<file path="src/rtl/i2c_reg_bank.sv">
// i2c_reg_bank: register-file back end for an I2C slave front-end.
//
// Implements the usual register-device pointer protocol:
// - the first byte written after an address-write sets the register pointer;
// - later written bytes store into registers;
// - read bytes return registers.
// The pointer auto-increments after every data byte in either direction and
// persists across transactions. Read data is prefetched into i2c_data_tx one
// cycle after each prefetch start. stall is held for that cycle so the
// front-end never shifts a stale byte.
//
// Ports:
//   clk, rst_n              clock, synchronous active-low reset
//   i2c_addr_rw(_valid_stb) {addr[6:0], r/w} byte and its strobe (all addresses)
//   i2c_data_rx(_valid_stb) received data byte and its strobe
//   i2c_data_tx             byte the front-end loads for the next read
//   i2c_data_tx_loaded_stb  front-end copied i2c_data_tx into its shifter
//   i2c_data_tx_done_stb    8 TX bits shifted out (no action taken)
//   i2c_error_stb           protocol error, abandons the transaction
//   stall                   hold SCL low at the front-end's next stall point
//   status_in               live values for read-only slots, byte i = reg i
//   regs_out                RW register contents, read-only slots read 0
//   reg_wr_stb/idx/data     one-cycle notification of each accepted write
//   debug_state             current FSM state
module i2c_reg_bank #(
  parameter logic [6:0]          I2C_ADDRESS = 7'h42,
  parameter int unsigned         NUM_REGS    = 16,
  parameter int unsigned         IDX_W       = $clog2(NUM_REGS),
  parameter logic [NUM_REGS-1:0] RO_MASK     = 16'hF000
) (
  input  logic                  clk,
  input  logic                  rst_n,
  input  logic [7:0]            i2c_addr_rw,
  input  logic                  i2c_addr_rw_valid_stb,
  input  logic [7:0]            i2c_data_rx,
  input  logic                  i2c_data_rx_valid_stb,
  output logic [7:0]            i2c_data_tx,
  input  logic                  i2c_data_tx_loaded_stb,
  input  logic                  i2c_data_tx_done_stb,
  input  logic                  i2c_error_stb,
  output logic                  stall,
  input  logic [8*NUM_REGS-1:0] status_in,
  output logic [8*NUM_REGS-1:0] regs_out,
  output logic                  reg_wr_stb,
  output logic [IDX_W-1:0]      reg_wr_idx,
  output logic [7:0]            reg_wr_data,
  output logic [1:0]            debug_state
);

  typedef enum logic [1:0] {
    StIdle  = 2'd0,
    StWPtr  = 2'd1,
    StWData = 2'd2,
    StRData = 2'd3
  } state_e;

  state_e             state_q, state_d;
  logic [IDX_W-1:0]   ptr_q, ptr_d;
  logic [7:0]         regs_q [NUM_REGS];
  logic [7:0]         tx_q;
  logic               pending_q;
  logic               wr_stb_q;
  logic [IDX_W-1:0]   wr_idx_q;
  logic [7:0]         wr_data_q;
  logic               start_pf;
  logic               wr_en;
  logic [7:0]         pf_data;

  // Done strobe is observable only; nothing in the bank depends on it.
  logic unused_tx_done;
  assign unused_tx_done = i2c_data_tx_done_stb;

  // Next-state: error beats everything, then address bytes (this also covers
  // repeated start), then per-state data strobes.
  always_comb begin
    state_d  = state_q;
    ptr_d    = ptr_q;
    start_pf = 1'b0;
    wr_en    = 1'b0;
    if (i2c_error_stb) begin
      state_d = StIdle;
    end else if (i2c_addr_rw_valid_stb) begin
      if (i2c_addr_rw[7:1] != I2C_ADDRESS) begin
        state_d = StIdle;
      end else if (i2c_addr_rw[0]) begin
        state_d  = StRData;
        start_pf = 1'b1;
      end else begin
        state_d = StWPtr;
      end
    end else begin
      unique case (state_q)
        StIdle: ;
        StWPtr: begin
          if (i2c_data_rx_valid_stb) begin
            ptr_d    = i2c_data_rx[IDX_W-1:0];
            start_pf = 1'b1;
            state_d  = StWData;
          end
        end
        StWData: begin
          if (i2c_data_rx_valid_stb) begin
            // Read-only targets are still ACKed by the front-end; just skip the store.
            wr_en    = !RO_MASK[ptr_q];
            ptr_d    = ptr_q + IDX_W'(1);
            start_pf = 1'b1;
          end
        end
        StRData: begin
          if (i2c_data_tx_loaded_stb) begin
            ptr_d    = ptr_q + IDX_W'(1);
            start_pf = 1'b1;
          end
        end
      endcase
    end
  end

  // Prefetch reads the already-updated pointer one cycle after the start, so a
  // same-cycle write to the previous index can never alias the fetched slot.
  always_comb begin
    pf_data = RO_MASK[ptr_q] ? status_in[{ptr_q, 3'b000} +: 8] : regs_q[ptr_q];
  end

  always_ff @(posedge clk) begin
    if (!rst_n) begin
      state_q   <= StIdle;
      ptr_q     <= '0;
      tx_q      <= 8'h00;
      pending_q <= 1'b0;
      wr_stb_q  <= 1'b0;
      wr_idx_q  <= '0;
      wr_data_q <= 8'h00;
      for (int i = 0; i < NUM_REGS; i++) begin
        regs_q[i] <= 8'h00;
      end
    end else begin
      state_q  <= state_d;
      ptr_q    <= ptr_d;
      wr_stb_q <= wr_en;
      if (wr_en) begin
        regs_q[ptr_q] <= i2c_data_rx;
        wr_idx_q      <= ptr_q;
        wr_data_q     <= i2c_data_rx;
      end
      if (pending_q) begin
        tx_q <= pf_data;
      end
      pending_q <= start_pf;
    end
  end

  always_comb begin
    regs_out = '0;
    for (int i = 0; i < NUM_REGS; i++) begin
      regs_out[8*i +: 8] = RO_MASK[i] ? 8'h00 : regs_q[i];
    end
  end

  assign i2c_data_tx = tx_q;
  assign stall       = pending_q;
  assign reg_wr_stb  = wr_stb_q;
  assign reg_wr_idx  = wr_idx_q;
  assign reg_wr_data = wr_data_q;
  assign debug_state = state_q;

endmodule

</file>
<file path="config.mk">
export PLATFORM = sky130hd
export DESIGN_NAME = i2c_reg_bank
export DESIGN_NICKNAME = d
export VERILOG_FILES = /design/src/rtl/i2c_reg_bank.sv
export SDC_FILE = /design/constraint.sdc
export NUM_CORES = 1
export LEC_CHECK = 0
export CORE_ASPECT_RATIO = 0.6
export CORE_MARGIN = 3
export CORE_UTILIZATION = 32
export DETAILED_ROUTE_END_ITERATION = 8
export GPL_TIMING_DRIVEN = 0
export PLACE_DENSITY = 0.65
export SYNTH_ARGS = -nofsm -noshare
export SYNTH_HDL_FRONTEND = slang
export SYNTH_SLANG_ARGS = --single-unit
</file>
<file path="constraint.sdc">
create_clock -name clk -period 2.3 [get_ports clk]
set_input_delay 0.575 -clock clk [delete_from_list [all_inputs] [get_ports clk]]
set_output_delay 0.575 -clock clk [all_outputs]
set_load 0.01 [all_outputs]
</file>
==> impl_metrics.ini, run 1 <==
[global_routing]
gr-total-overflow = 0
grt_pass1_vias = 6729
grtUsageTotal = 0.211
grt_max_degree = 17
grt_pass1_wl_microns = 44600
antenna_found_initial = 1

[clocking]
htree_levels = 4
cts_tree = yes
cts_buffers = 17
clk_latency_ns = 0.43
cts.sinks = 161
cts.clk_slew.worst_paths_ns = 0.06
root_buffer = clkbuf_16
clock_path_buffers = 2

[synth]
synth_cell_types = 47
synth_edf_count = 128
async_reset_ff_frac = 0
synth_cells = 638
synth-warning-count = 0
synth-seq-cells = 161
synth_seq_area_share = 0.525
avgSynthCellArea_sq_um = 13.4
synthFlopType = edfxtp_1
syn_area_sq_um = 8580

[pwr]
seqPwrFrac = 0.463
total_power_mw = 7.02
swShare = 0.230
ir_worst_vdd_v = 0.000575
p_switching_mw = 1.62
clock_power_share = 0.430
combPwrFrac = 0.107
p_int_mw = 5.40
powerDensity_nw_per_um2 = 545
p_leak_nw = 4.53

[setup_path]
start_kind = input port
critPathMaxFanout = 10
critical_path_class = in -> reg
crit_path_end_kind = register
worstPathRequired_ns = 2.43
critPathArrivalTime_ns = 2.40

[drt]
drt-initial-drc-count = 532
ant_nets = 0
dr_total_vias = 6721
drcViolationCount = 0
routedWlPerCell_microns = 23.3
first_pass_iters = 5
wl_microns = 31000
viasPerCell = 5.05

[placed_design]
placed_area_sq_um = 11800
io_buffers = 269
dp.final_hpwl_microns = 24200
gp_congestion = 0.835

[finish]
seq_area_sq_um = 4510
antenna-diode-count = 0
fillers = 2266
multi_input_area_sq_um = 3990
final_area_sq_um = 12900
drive_gt1_frac = 0.211
area_growth_pct = 50.1
nets = 1125

[timing]
post-route-period-util = 0.986
max_freq_mhz = 441
rsz0062_at_grt = yes
tightest_slew_ns = 0.643
slew_viol_final = 0
hold_viol_final = 0
finalCriticalPeriod_ns = 2.27
finalSetupViolCount = 0
fin_worst_skew_ns = 0.00934
relSlewSlack = 0.570

[die]
core_area_sq_um = 25800
pin_count = 303
initial_core_util = 0.332
die_area_sq_um = 28900
chipHeight_microns = 133
placementRows = 45
chipWidth_microns = 217

[run]
maxCapViolCount = 0

[min_path]
hold_class = reg -> reg

[run_status]
status = finished, final reports clean
[path summary, 6_finish.rpt]
path              cells after the start  slack (ns)                           to                   startpoint
setup reg to reg                      5        0.07  i2c_data_tx[6]$_SDFFE_PN0P_                     register
setup / recovery                      4        0.03   regs_q[7][4]$_SDFFCE_PN0P_                        rst_n
hold reg to reg                       1        0.47  i2c_data_tx[3]$_SDFFE_PN0P_  i2c_data_tx[3]$_SDFFE_PN0P_
hold / removal                        1        0.47  i2c_data_tx[3]$_SDFFE_PN0P_  i2c_data_tx[3]$_SDFFE_PN0P_
[sequential cells by signal (all words and copies together), names as in the netlist, named ones only]
signal and flops:
regs_q 128, i2c_data_tx 8, reg_wr_data 8, ptr_q 4, reg_wr_idx 4, debug_state 2, reg_wr_stb 1, stall 1
[cells in the mapped netlist, drive strengths merged, types with 2 or more instances]
cell type / count / share of area
mux4: 48 / 0.13
o221ai: 15 / 0.015
mux2i: 39 / 0.045
o2111ai: 2 / 0.0020
nor3: 5 / 0.0029
a22oi: 2 / 0.0017
or3: 2 / 0.0015
a32o: 8 / 0.0093
o22ai: 8 / 0.0058
a221o: 7 / 0.0082
and3: 3 / 0.0022
mux2: 23 / 0.030
nor2b: 2 / 0.0015
buf: 50 / 0.041
o21ai: 21 / 0.012
and2: 130 / 0.095
a221oi: 2 / 0.0020
dfxtp: 33 / 0.077
nand4: 5 / 0.0036
ha: 8 / 0.012
edfxtp: 128 / 0.45
nor2: 31 / 0.014
inv: 7 / 0.0031
a21oi: 4 / 0.0023
nand2b: 8 / 0.0058
clkbuf: 25 / 0.011
nand2: 7 / 0.0031
[per-stage QoR]
stage | hold WS (ns) | worst slack, ns | setup TNS (ns) | utilization | std cells
after floorplan | 0.511 | -0.0933 | -4.85 | - | 669
after global placement | 0.450 | -1.36 | -218.15 | 0.458 | 1290
after detailed placement | 0.455 | -1.37 | -227.10 | 0.458 | 1290
after CTS | 0.471 | -0.0319 | -0.306 | 0.495 | 1333
after global routing | 0.479 | -0.0375 | -0.297 | 0.498 | 1331
final | 0.468 | 0.0317 | 0 | 0.498 | 1331
[cell families (layout without fill, tap and decap cells)]
family | count (synthesis) | after routing | share of synthesized area
AO/OA/AOI/OAI | 76 | 76 | 0.0662
adder cells (fa/ha/maj) | 8 | 8 | 0.0117
buffers and inverters | 83 | 393 | 0.0553
flip-flops | 161 | 161 | 0.525
multiplexers | 110 | 110 | 0.207
other | 1 | 32 | 0.000437
AND/OR/NAND/NOR | 199 | 199 | 0.135
[layout make-up]
cell class                 instances  share of cell area
buffer                            72              0.0373
clock buffer                      18              0.0341
clock inverter                    14              0.0140
inverter                           8             0.00262
multi-input combinational        425               0.310
sequential                       161               0.350
tap                              352              0.0342
timing repair buffer             281               0.218
[cells in the final DEF (no fill, tap or decap), types with 8 or more instances in the layout]
cell type        netlist  routed
clkdlybuf4s50_1        0     268
and2_1               130     130
edfxtp_1             128     128
buf_4                 32      44
mux2i_1               39      37
mux4_2                36      36
conb_1                 1      32
dfxtp_1               33      30
mux2_2                23      23
nor2_1                31      19
clkbuf_16              0      17
o221ai_1              15      15
clkbuf_1              25      14
mux4_1                12      12
o21ai_4                0      11
nor2_2                 0      11
o21ai_0               21       9
clkinvlp_4             0       8
a32o_1                 8       8
[power by group through the flow]
stage / sequential (mW) / combinational [mW] / clock, mW
finish: 3.25 / 0.752 / 3.02
global route: 3.26 / 0.795 / 3.16
CTS: 3.25 / 0.747 / 3.04
detailed placement: 3.32 / 0.727 / 0
global placement: 3.32 / 0.720 / 0
floorplan: 3.33 / 0.211 / 0
[layer usage]
metal  GRT usage  part of all wire  routed length (microns)
met1       0.287              0.43                    13300
met4      0.0423             0.016                      497
met5           0                 0                        0
met2       0.329              0.46                    14200
met3      0.0748             0.099                     3060
[critical path, cell delays in order]
cell,delay [ns]
clkdlybuf4s50_1,0.57
buf_2,0.46
buf_2,0.52
o21ai_2,0.26
[timing repair]
item	in CTS	in global routing
buffers inserted	12	0
resized for setup	71	38
hold buffers	0	0
pin swaps	4	0
endpoints found under the setup margin	277	226
(Power assumes the default switching activity.)
==> run 2: changes to the inputs <==
--- a/config.mk
+++ b/config.mk
@@ -10,7 +10,7 @@
 export CORE_UTILIZATION = 32
 export DETAILED_ROUTE_END_ITERATION = 8
 export GPL_TIMING_DRIVEN = 0
-export PLACE_DENSITY = 0.65
+export PLACE_DENSITY = 0.62
 export SYNTH_ARGS = -nofsm -noshare
 export SYNTH_HDL_FRONTEND = slang
 export SYNTH_SLANG_ARGS = --single-unit
==> constraint.sdc (replaced) <==
create_clock -name clk -period 2.4 [get_ports clk]
set_input_delay 0.6 -clock clk [delete_from_list [all_inputs] [get_ports clk]]
set_output_delay 0.6 -clock clk [all_outputs]
set_load 0.01 [all_outputs]
==> run 2 against run 1 <==
  * Clock power shrank 8.9%
  * Sequential share of layout area is essentially flat
  * Worst setup slack gained 0.0046 ns
  * Cell count grew 0.45%
  * Register-to-register slack lost 0.03 ns
  * Count of clock-buffer cells in the layout shrank 1
  * Wire length grew 1.2%
  * Sequential cell count is the same
  * Combinational power shrank 3.6%
  * Total power shrank 6.1%
  * Utilization shrank 0.077 points
  * Design area shrank 0.16%
  * Largest power group unchanged
  * Highest routed layer unchanged
==> impl_metrics.ini, run 2 (synthesis results as in run 1) <==
[finish]
final_area_sq_um = 12900
seq_area_sq_um = 4500
fillers = 2279
largest-register = regs_q
nets = 1131
postLayoutCoreUtil = 0.497
mostFrequentLayoutCell = clkdlybuf4s50_1
multi_input_area_sq_um = 3970
largest_register_ffs = 128
final_cell_mix = clkdlybuf4s50_1, and2_1, edfxtp_1, buf_4, mux2i_1
drive_gt1_frac = 0.205
area_growth_pct = 49.8
instances_no_fill = 1337
antenna-diode-count = 0

[die]
chipHeight_microns = 133
initial_core_util = 0.332
die_area_sq_um = 28900
placementRows = 45
chipWidth_microns = 217
core_area_sq_um = 25800
pin_count = 303

[pwr]
ir_worst_vdd_v = 0.000569
powerDensity_nw_per_um2 = 513
p_leak_nw = 4.53

[global_routing]
grtUsageTotal = 0.214
grt_pass1_wl_microns = 45100
grt_pass1_vias = 6770
gr-total-overflow = 0
grt_max_degree = 17
antenna_found_initial = 0

[placed_design]
dp.cells = 1290
placed_area_sq_um = 11800
dp.final_hpwl_microns = 24500
gp_congestion = 0.888
io_buffers = 269

[setup_path]
reg2reg_slack_ns = 0.04
start_kind = register
worstPathRequired_ns = 2.73
crit_chain = clkbuf_4 > mux4_2 > o22ai_1 > o221ai_1 > a32o_1
cp_slowest_stage_delay_ns = 0.53
critPathMaxFanout = 10
critical_path_class = reg -> reg
crit_path_end_kind = register
critPathSlowestCell = mux4_2
critPathArrivalTime_ns = 2.69

[drt]
drcViolationCount = 0
ant_nets = 0
wl_microns = 31400
viasPerCell = 4.95
drt-initial-drc-count = 493
dr_total_vias = 6623
first_pass_iters = 6
routedWlPerCell_microns = 23.5

[clocking]
cts.clk_slew.worst_paths_ns = 0.07
cts_tree = yes
clk_latency_ns = 0.44
clock_path_buffers = 2
htree_levels = 4
cts_buffers = 17
cts.sinks = 161
root_buffer = clkbuf_16

[timing]
hold_viol_final = 0
finalCriticalPeriod_ns = 2.36
finalSetupViolCount = 0
relSlewSlack = 0.572
slew_viol_final = 0
rsz0062_at_grt = no
post-route-period-util = 0.985
fin_tns_setup_ns = 0
max_freq_mhz = 423
tightest_slew_ns = 0.642
fin_worst_skew_ns = 0.0118

[run]
maxCapViolCount = 0

[run_status]
status = finished, final reports clean

[min_path]
hold_class = reg -> reg
-- run 2: what timing repair did --
action / in CTS / in global routing
pin swaps: 6 / 1
gates resized for setup: 66 / 33
setup buffers: 16 / 1
hold buffers: 0 / 0
setup endpoints to repair: 256 / 217
-- run 2: cell type report --
class | instances | area share
clock buffers | 17 | 0.0331
well taps | 352 | 0.0343
multi-input cells | 425 | 0.309
plain buffers | 73 | 0.0368
repair buffers | 286 | 0.222
inverters | 8 | 0.00263
flip-flops and latches | 161 | 0.350
clock inverters | 15 | 0.0123
-- run 2: path summary, 6_finish.rpt --
kind,depth (start not counted),endpoint,startpoint
setup / recovery,5,i2c_data_tx[4]$_SDFFE_PN0P_,register
hold / removal,1,i2c_data_tx[7]$_SDFFE_PN0P_,i2c_data_tx[7]$_SDFFE_PN0P_
setup reg to reg,5,i2c_data_tx[4]$_SDFFE_PN0P_,register
hold reg to reg,1,i2c_data_tx[7]$_SDFFE_PN0P_,i2c_data_tx[7]$_SDFFE_PN0P_
-- run 2: critical path, delay by kind of cell, from the launching register on --
kind | cells | cell delay, ns
compound gates | 3 | 1.06
mux | 1 | 0.53
flops | 1 | 0.36
buf+inv | 1 | 0.29
-- run 2: metal layers --
layer / vias to the layer above / global-route usage / routed length (microns)
met1: 3319 / 0.292 / 13900
met5: - / 0 / 0
met4: 0 / 0.0445 / 375
met2: 244 / 0.339 / 14600
met3: 17 / 0.0650 / 2550
li1: 3043 / - / -
-- run 2: power by group --
part           internal (mW)  total (mW)  switching, mW
clock                   1.54        2.75           1.20
combinational          0.430       0.725          0.295
sequential              3.07        3.12         0.0460
total                   5.05        6.59           1.54
-- run 2: stage by stage --
stage | hold slack [ns] | setup WS [ns] | total power, mW
2_1_floorplan | 0.511 | 0.00627 | 3.39
3_3_place_gp | 0.448 | -1.26 | 3.87
3_5_place_dp | 0.463 | -1.28 | 3.88
4_1_cts | 0.479 | -0.0356 | 6.63
5_1_grt | 0.485 | 0.00507 | 6.79
6_report | 0.477 | 0.0364 | 6.59
==> run 3: changes to the inputs <==
--- a/config.mk
+++ b/config.mk
@@ -10,7 +10,7 @@
 export CORE_UTILIZATION = 32
 export DETAILED_ROUTE_END_ITERATION = 8
 export GPL_TIMING_DRIVEN = 0
-export PLACE_DENSITY = 0.62
+export PLACE_DENSITY = 0.61
 export SYNTH_ARGS = -nofsm -noshare
 export SYNTH_HDL_FRONTEND = slang
 export SYNTH_SLANG_ARGS = --single-unit
==> constraint.sdc (replaced) <==
create_clock -name clk -period 1.9 [get_ports clk]
set_input_delay 0.475 -clock clk [delete_from_list [all_inputs] [get_ports clk]]
set_output_delay 0.475 -clock clk [all_outputs]
set_load 0.01 [all_outputs]
==> run 3 against run 2 <==
  * The run now ends with setup timing left
  * Design area is 7.5% higher
  * Total power is 26% higher
  * Critical path depth is 1 higher
  * Combinational power is 37% higher
  * Count of clock-buffer cells in the layout is 2 higher
  * Utilization is 3.7 points higher
  * Worst setup slack worse by 0.28 ns
  * Global-route usage is 2.0 points higher
  * Clock power is 24% higher
  * Critical path type unchanged
  * Critical endpoint unchanged
==> impl_metrics.ini, run 3 (synthesis results as in run 1) <==
[setup_path]
critPathMaxFanout = 6
crit_path_end_kind = register
r2r_start = ptr_q[0]$_SDFFE_PN0N_
worstPathRequired_ns = 2.22
start_kind = register
critPathArrivalTime_ns = 2.46
critical_path_class = reg -> reg
startpoint = ptr_q[0]$_SDFFE_PN0N_

[die]
die_area_sq_um = 28900
pin_count = 303
core_area_sq_um = 25800
placementRows = 45
chipWidth_microns = 217
initial_core_util = 0.332
chipHeight_microns = 133

[clocking]
cts.clk_slew.worst_paths_ns = 0.07
htree_levels = 4
cts_tree = yes
cts_buffers = 17
hold_buffers = 0
clock_path_buffers = 2
cts.sinks = 161
root_buffer = clkbuf_16
clk_latency_ns = 0.43

[global_routing]
gr-total-overflow = 0
grt_max_degree = 17
grtUsageTotal = 0.234
antenna_found_initial = 1
grt_pass1_vias = 7200
grt_pass1_wl_microns = 49200

[drt]
drt-initial-drc-count = 616
drcViolationCount = 0
viasPerCell = 5.18
ant_nets = 0
routedWlPerCell_microns = 24.7
wl_microns = 34000
dr_total_vias = 7114
first_pass_iters = 5

[finish]
largest_register_ffs = 128
largest-register = regs_q
mostFrequentLayoutCell = clkdlybuf4s50_1
drive_gt1_frac = 0.291
fillers = 2189
final_cell_mix = clkdlybuf4s50_1, edfxtp_1, and2_1, buf_4, mux4_2
antenna-diode-count = 0
seq_area_sq_um = 4520
multi_input_area_sq_um = 4220
area_growth_pct = 61.1
nets = 1168

[run_status]
violations = setup timing
status = complete, but fails checks

[timing]
tightest_slew_ns = 0.687
fin_worst_skew_ns = 0.00870
post-route-period-util = 1.13
setup_slack_ns = -0.240
rsz0062_at_grt = yes
finalCriticalPeriod_ns = 2.14
slew_viol_final = 0
hold_viol_final = 0
relSlewSlack = 0.542
max_freq_mhz = 467
finalSetupViolCount = 172
holdWs_ns = 0.467

[pwr]
powerDensity_nw_per_um2 = 603
total_power_mw = 8.33
p_leak_nw = 5.15
ir_worst_vdd_v = 0.000646

[placed_design]
io_buffers = 269
gp_congestion = 0.879
dp.final_hpwl_microns = 25300

[run]
maxCapViolCount = 0

[min_path]
hold_class = reg -> reg
min_from = i2c_data_tx[7]$_SDFFE_PN0P_
-- run 3: cell types whose count changed in the layout (fill, tap and decap cells not counted), sizes merged, moves of 2 or more --
| cell | before | now |
|---|---|---|
| dlygate4sd2 | 0 | 12 |
| dlymetal6s2s | 0 | 13 |
| buf | 65 | 107 |
| clkinvlp | 5 | 3 |
| inv | 12 | 9 |
| clkbuf | 42 | 38 |
| clkinv | 4 | 7 |
| clkdlybuf4s50 | 269 | 244 |
-- run 3: critical path: stages (launching register included) --
cell and delay (ns):
dfxtp_4 0.37, buf_12 0.14, buf_12 0.14, mux4_2 0.52
mux2_4 0.28, a221o_1 0.31, a32o_1 0.26
-- run 3: repair_timing --
item	CTS	global route
buffers inserted	55	4
resized for setup	155	64
pin swaps	29	24
endpoints found under the setup margin	295	282
gates cloned	2	0
-- run 3: layout make-up --
cell class,instances,share of cell area
sequential,161,0.327
multi-input combinational,425,0.305
timing repair buffer,327,0.249
buffer,69,0.0422
tap,352,0.0319
clock buffer,19,0.0313
clock inverter,13,0.00968
inverter,8,0.00371
-- run 3: per-layer routing --
layer,vias up,share of wire,track usage
li1,3121,-,-
met5,-,0,0
met2,353,0.43,0.328
met3,35,0.095,0.0622
met1,3605,0.46,0.358
met4,0,0.014,0.0499
-- run 3: path summary, 6_finish.rpt --
check	to	slack, ns	cells past startpoint
setup / recovery	i2c_data_tx[4]$_SDFFE_PN0P_	-0.24	6
hold / removal	i2c_data_tx[7]$_SDFFE_PN0P_	0.47	1
setup reg to reg	i2c_data_tx[4]$_SDFFE_PN0P_	-0.24	6
hold reg to reg	i2c_data_tx[7]$_SDFFE_PN0P_	0.47	1
-- run 3: metrics by stage --
step	worst slack (ns)	TNS (ns)	cell area (sq um)	utilization	cells
floorplan	-0.275	-19.74	8860	-	669
global placement	-1.51	-296.50	12000	0.464	1290
detailed placement	-1.52	-296.74	12000	0.464	1290
CTS	-0.231	-16.77	13700	0.528	1375
global route	-0.265	-29.31	13800	0.535	1374
finish	-0.240	-22.27	13800	0.535	1374
-- run 3: where the power goes --
| group | internal [mW] | switching, mW |
|---|---|---|
| combinational | 0.589 | 0.401 |
| sequential | 3.88 | 0.0613 |
| clock | 1.93 | 1.47 |
| total | 6.40 | 1.93 |
